## config.mk

```make
export PLATFORM = sky130hd
export DESIGN_NAME = hilo_muldiv
export DESIGN_NICKNAME = d
export VERILOG_FILES = /design/src/rtl/hilo_muldiv.sv
export SDC_FILE = /design/constraint.sdc
export NUM_CORES = 2
export LEC_CHECK = 0
export ABC_AREA = 1
export CAP_MARGIN = 5
export CORE_ASPECT_RATIO = 0.6
export CORE_UTILIZATION = 55
export DETAILED_ROUTE_END_ITERATION = 16
export PLACE_DENSITY = 0.81
export SLEW_MARGIN = 25
export SYNTH_ARGS = -nofsm -noshare
export SYNTH_HDL_FRONTEND = slang
export SYNTH_SLANG_ARGS = --single-unit
```

## constraint.sdc

```tcl
create_clock -name clk -period 7.12 [get_ports clk]
set_input_delay 1.78 -clock clk [delete_from_list [all_inputs] [get_ports clk]]
set_output_delay 1.78 -clock clk [all_outputs]
set_load 0.01 [all_outputs]
```

## src/rtl/hilo_muldiv.sv

```systemverilog
// hilo_muldiv: multi-cycle MULT/MULTU/DIV/DIVU unit with architectural HI/LO for the EX stage.
// Iterative work shares one 2*DATA_W accumulator: {partial, multiplier} for MUL, {remainder, quotient} for DIV.
module hilo_muldiv #(
    parameter int DATA_W   = 32,
    parameter int MUL_ITER = 0
) (
    input  logic              clk,
    input  logic              rst,
    input  logic              op_valid,
    input  logic [2:0]        op,
    input  logic [DATA_W-1:0] src_a,
    input  logic [DATA_W-1:0] src_b,
    input  logic              cancel,
    output logic              stallreq,
    output logic              busy,
    output logic [DATA_W-1:0] hi,
    output logic [DATA_W-1:0] lo
);
    localparam int CNT_W = $clog2(DATA_W) + 1;

    typedef enum logic [2:0] {
        OP_MULT  = 3'b001,
        OP_MULTU = 3'b010,
        OP_DIV   = 3'b011,
        OP_DIVU  = 3'b100,
        OP_MTHI  = 3'b101,
        OP_MTLO  = 3'b110
    } op_e;

    typedef enum logic [1:0] {ST_IDLE, ST_MUL, ST_DIV, ST_DONE} state_e;

    state_e              state;
    logic [CNT_W-1:0]    cnt;
    logic [DATA_W-1:0]   opnd;
    logic [2*DATA_W-1:0] acc;
    logic                neg_res;
    logic                neg_rem;

    logic                is_mul;
    logic                is_div;
    logic                is_signed;
    logic                issue;
    logic [DATA_W-1:0]   mag_a;
    logic [DATA_W-1:0]   mag_b;
    logic [DATA_W:0]     mul_sum;
    logic [2*DATA_W-1:0] mul_next;
    logic [DATA_W:0]     div_trial;
    logic [2*DATA_W-1:0] div_next;
    logic [2*DATA_W-1:0] step_next;
    logic [2*DATA_W-1:0] prod_fix;
    logic [DATA_W-1:0]   quo_fix;
    logic [DATA_W-1:0]   rem_fix;
    logic [DATA_W-1:0]   res_hi;
    logic [DATA_W-1:0]   res_lo;

    // NOTE: every signal assigned in always_comb is given a value on every path, so no latch is inferred.
    always_comb begin
        is_mul    = (op == OP_MULT) || (op == OP_MULTU);
        is_div    = (op == OP_DIV) || (op == OP_DIVU);
        is_signed = (op == OP_MULT) || (op == OP_DIV);
        mag_a     = (is_signed && src_a[DATA_W-1]) ? -src_a : src_a;
        mag_b     = (is_signed && src_b[DATA_W-1]) ? -src_b : src_b;
        issue     = (state == ST_IDLE) && op_valid && (is_mul || is_div) && !cancel;

        // Shift-add step: add multiplicand into the upper half when the multiplier LSB is set, then shift right.
        mul_sum = {1'b0, acc[2*DATA_W-1:DATA_W]} + (acc[0] ? {1'b0, opnd} : '0);
        if (MUL_ITER == 0) begin
            mul_next = {{DATA_W{1'b0}}, opnd} * {{DATA_W{1'b0}}, acc[DATA_W-1:0]};
        end else begin
            mul_next = {mul_sum, acc[DATA_W-1:1]};
        end

        // Restoring step: a borrow out of the trial subtract means keep the shifted remainder.
        div_trial = {acc[2*DATA_W-1:DATA_W], acc[DATA_W-1]} - {1'b0, opnd};
        div_next  = div_trial[DATA_W] ? {acc[2*DATA_W-2:0], 1'b0}
                                      : {div_trial[DATA_W-1:0], acc[DATA_W-2:0], 1'b1};

        step_next = (state == ST_DIV) ? div_next : mul_next;
        prod_fix  = neg_res ? -mul_next : mul_next;
        quo_fix   = neg_res ? -div_next[DATA_W-1:0] : div_next[DATA_W-1:0];
        rem_fix   = neg_rem ? -div_next[2*DATA_W-1:DATA_W] : div_next[2*DATA_W-1:DATA_W];
        res_hi    = (state == ST_DIV) ? rem_fix : prod_fix[2*DATA_W-1:DATA_W];
        res_lo    = (state == ST_DIV) ? quo_fix : prod_fix[DATA_W-1:0];
    end

    assign busy     = (state == ST_MUL) || (state == ST_DIV);
    assign stallreq = issue || (busy && !cancel);

    // NOTE: sequential state uses non-blocking assignments so every register samples pre-edge values.
    always_ff @(posedge clk) begin
        if (rst) begin
            state   <= ST_IDLE;
            cnt     <= '0;
            opnd    <= '0;
            acc     <= '0;
            neg_res <= 1'b0;
            neg_rem <= 1'b0;
            hi      <= '0;
            lo      <= '0;
        end else begin
            case (state)
                ST_IDLE: begin
                    if (issue) begin
                        neg_res <= is_signed && (src_a[DATA_W-1] ^ src_b[DATA_W-1]);
                        neg_rem <= is_signed && src_a[DATA_W-1];
                        if (is_mul) begin
                            opnd  <= mag_a;
                            acc   <= {{DATA_W{1'b0}}, mag_b};
                            cnt   <= (MUL_ITER == 0) ? CNT_W'(1) : CNT_W'(DATA_W);
                            state <= ST_MUL;
                        end else begin
                            opnd  <= mag_b;
                            acc   <= {{DATA_W{1'b0}}, mag_a};
                            cnt   <= CNT_W'(DATA_W);
                            state <= ST_DIV;
                        end
                    end else if (op_valid && !cancel) begin
                        if (op == OP_MTHI) begin
                            hi <= src_a;
                        end else if (op == OP_MTLO) begin
                            lo <= src_a;
                        end
                    end
                end
                ST_MUL, ST_DIV: begin
                    if (cancel) begin
                        cnt   <= '0;
                        state <= ST_IDLE;
                    end else begin
                        acc <= step_next;
                        cnt <= cnt - CNT_W'(1);
                        if (cnt == CNT_W'(1)) begin
                            hi    <= res_hi;
                            lo    <= res_lo;
                            state <= ST_DONE;
                        end
                    end
                end
                ST_DONE: state <= ST_IDLE;
                default: state <= ST_IDLE;
            endcase
        end
    end

endmodule

```

==> impl_metrics.env <==
export IMPL_clk_latency_ns=0.55
export IMPL_synthCells=8104
export IMPL_hold_path_class="reg -> reg"
export IMPL_irDropWorstVdd_mv=0.509
export IMPL_grt_setup_unrepaired="yes"
export IMPL_ios=137
export IMPL_area_growth_synth_to_final_pct=27.2
export IMPL_placedCellCount=9880
export IMPL_status="complete, but fails checks"
export IMPL_antenna_found_initial=8
export IMPL_r2r_cells=37
export IMPL_violations="negative setup slack"
export IMPL_dr_total_vias=57300
export IMPL_ys_warn_count=0
export IMPL_fmax_ghz=0.126
export IMPL_synth_main_ff_cell="dfxtp_1"
export IMPL_die_width_um=404
export IMPL_io_buffers=136
export IMPL_die_area_um2=98300
export IMPL_final_layout_size_suffix_gt1_share_pct=21.4
export IMPL_dp_slack_ns=-1.08
export IMPL_worstSetupStartpointType="flop"
export IMPL_finalCriticalPeriod_ns=7.94
export IMPL_synth_area_per_cell_um2=6.58
export IMPL_dp_hpwl_mm=174
export IMPL_r2r_setup_slack_ns=-0.82
export IMPL_viasPerCell=5.69
export IMPL_worstHoldStart="acc[60]"
export IMPL_worstSetupPathType="reg -> reg"
export IMPL_drc=0
export IMPL_finalNonFillerCells=10100
export IMPL_arrival_ns=8.41
export IMPL_core_um2=96100
export IMPL_fin_nets=10000
export IMPL_first_pass_iters=8
export IMPL_grt_pass1_vias=56500
export IMPL_r2r_end="hi[6]"
export IMPL_wl_mm=228
export IMPL_required_ns=7.59
export IMPL_fin_area_um2=67900
export IMPL_p_leak_uw=0.0390
export IMPL_powerDensity_nw_per_um2=255
export IMPL_cpPeakStageDelay_ns=0.57
export IMPL_maxCapViolCount=0
export IMPL_cts_root_buf="clkbuf_16"
export IMPL_ctsHtreeMaxLevel=4
export IMPL_clock_sinks=170
export IMPL_clk_pin_slew_ns=0.09
export IMPL_hold_viol=0
export IMPL_tritoncts="built"
export IMPL_async_flop_share_pct=0
export IMPL_die_h_um=243
export IMPL_gp_congestion=1.07
export IMPL_num_fill_cells=7512
export IMPL_synth_seq_cells=170
export IMPL_path_max_fanout=4
export IMPL_r2r_start="acc[15]"
export IMPL_yosysMostFrequentCell="nand2_1"
export IMPL_yosysSeqAreaShare_pct=6.38
export IMPL_finalSetupViolations=85
export IMPL_place_area_um2=61400
export IMPL_relSlewSlack_pct=28.9
export IMPL_initialDrtViolationCount=7824
export IMPL_post_drt_wl_per_cell_um=22.7
export IMPL_grtUsageTotal_pct=45.9
export IMPL_fin_crit_sh_pct=112
export IMPL_cpMaxStageDelayCell="fa_2"
export IMPL_fin_ws_ns=-0.825
export IMPL_cts_buffer_depth=2
export IMPL_grt_pass1_wl_mm=339
export IMPL_worst_clock_skew_ns=0.0394
export IMPL_tightest_slew_ns=1.06
export IMPL_mappedNetlistNets=9377
export IMPL_fp_row_count=88
export IMPL_yosysUniqueCellTypes=57
export IMPL_numCtsBuffers=17
export IMPL_grt_max_degree=80
export IMPL_initial_core_util_pct=55.5
export IMPL_detail_route_antenna_nets=0
export IMPL_synth_edff_count=0
export IMPL_cts_hold_fix_buffers=0
export IMPL_worstHoldEndpoint="acc[60]"
export IMPL_whs_path_depth=2
export IMPL_synth_common_cells="nand2_1, inv_1, fa_1, nor2_1, clkbuf_1"
export IMPL_synth_top_area_cell="fa_1"
export IMPL_utilization_pct=70.6
export IMPL_synth_area_leaders="fa_1, nand2_1, inv_1, ha_1, dfxtp_1"
export IMPL_overflow=0
export IMPL_drv_slew=0
export IMPL_synth_top_area_share_pct=33.7
export IMPL_finalPower_uw=17300
export IMPL_crit_path_end_kind="flop"
export IMPL_netlist_area_um2=53300
==> final cells by class <==
| cell class | instances | area, um^2 | area share (%) |
|---|---|---|---|
| Inverter | 2110 | 7940 | 11.7 |
| Clock inverter | 15 | 155 | 0.229 |
| Tap cell | 1305 | 1630 | 2.41 |
| Sequential cell | 170 | 3490 | 5.14 |
| Multi-Input combinational cell | 5435 | 44200 | 65.1 |
| Antenna cell | 5 | 12.5 | 0.0184 |
| Clock buffer | 17 | 425 | 0.627 |
| Timing Repair Buffer | 1011 | 10000 | 14.7 |
==> worst max-delay path, delay by kind of cell, from the launching register on <==
family / cells / cell delay, ns
buf+inv: 11 / 0.92
fa+ha+maj: 9 / 4.44
simple gates: 14 / 1.45
compound gates: 3 / 0.63
flops: 1 / 0.41
==> logic make-up after synthesis <==
logic type      after synthesis  synth area share [%]
compound gates              715                  7.66
flops                       170                  6.38
simple gates               3427                  25.9
xor+xnor                     91                  1.49
buf+inv                    2499                  17.7
fa+ha+maj                  1202                  40.8
==> state kept, by name (all words and copies together) (netlist names) <==
signal and cells:
lo 32, cnt 6, neg_res 1, opnd 32, state 2, hi 32
acc 64, neg_rem 1
==> layer usage <==
layer,up-vias,track usage (%),share of wire (%)
met5,-,0,0.029
met4,8,22.0,6.2
met3,940,16.6,16
met2,4278,64.1,40
met1,27100,62.8,38
li1,24900,-,-
==> how the worst max path moves through the flow <==
stage                  start     end  slack [ns]  cells after the start
floorplan           opnd[11]  hi[30]       0.003                     36
global placement     opnd[6]   hi[4]       -1.02                     37
detailed placement   opnd[6]   hi[4]       -1.08                     37
CTS                 opnd[15]  hi[26]       -0.56                     39
global route          acc[2]   hi[6]       -0.98                     33
finish               acc[15]   hi[6]       -0.82                     37
==> metrics by stage <==
step	hold slack (ns)	setup TNS, ns
after floorplan	0.445	0
after global placement	0.457	-44.39
after detailed placement	0.482	-47.15
after CTS	0.490	-20.17
after global routing	0.509	-52.44
final	0.493	-37.03
==> power by group <==
| group | leakage, uW | switching (uW) | total [uW] | internal (uW) |
|---|---|---|---|---|
| Clock | 0.000273 | 576 | 1040 | 465 |
| Sequential | 0.00140 | 166 | 1270 | 1110 |
| Combinational | 0.0373 | 9250 | 15000 | 5720 |
| Total | 0.0390 | 9990 | 17300 | 7290 |
==> placed cells by master, fill, tap and decap left out, drive strengths merged, types with 40 or more instances in the layout <==
cell type | synthesis | final
xor2 | 64 | 64
o21ai | 282 | 282
nand3 | 270 | 270
buf | 80 | 873
nand2 | 2498 | 2498
clkdlybuf4s50 | 0 | 135
fa | 897 | 897
nor2 | 506 | 506
dfxtp | 170 | 170
o211ai | 72 | 72
inv | 2105 | 2112
nor3 | 54 | 54
a21oi | 265 | 265
ha | 305 | 305
nand4 | 40 | 40
==> repair_timing <==
| action | 4_1_cts | 5_1_grt |
|---|---|---|
| setup endpoints to repair | 92 | 97 |
| cloned | 14 | 1 |
| endpoints found under the hold margin | 0 | 0 |
| setup buffers | 106 | 42 |
| pin swaps | 279 | 199 |
| gates resized for setup | 866 | 390 |
Power figures use the tool's default switching activity.
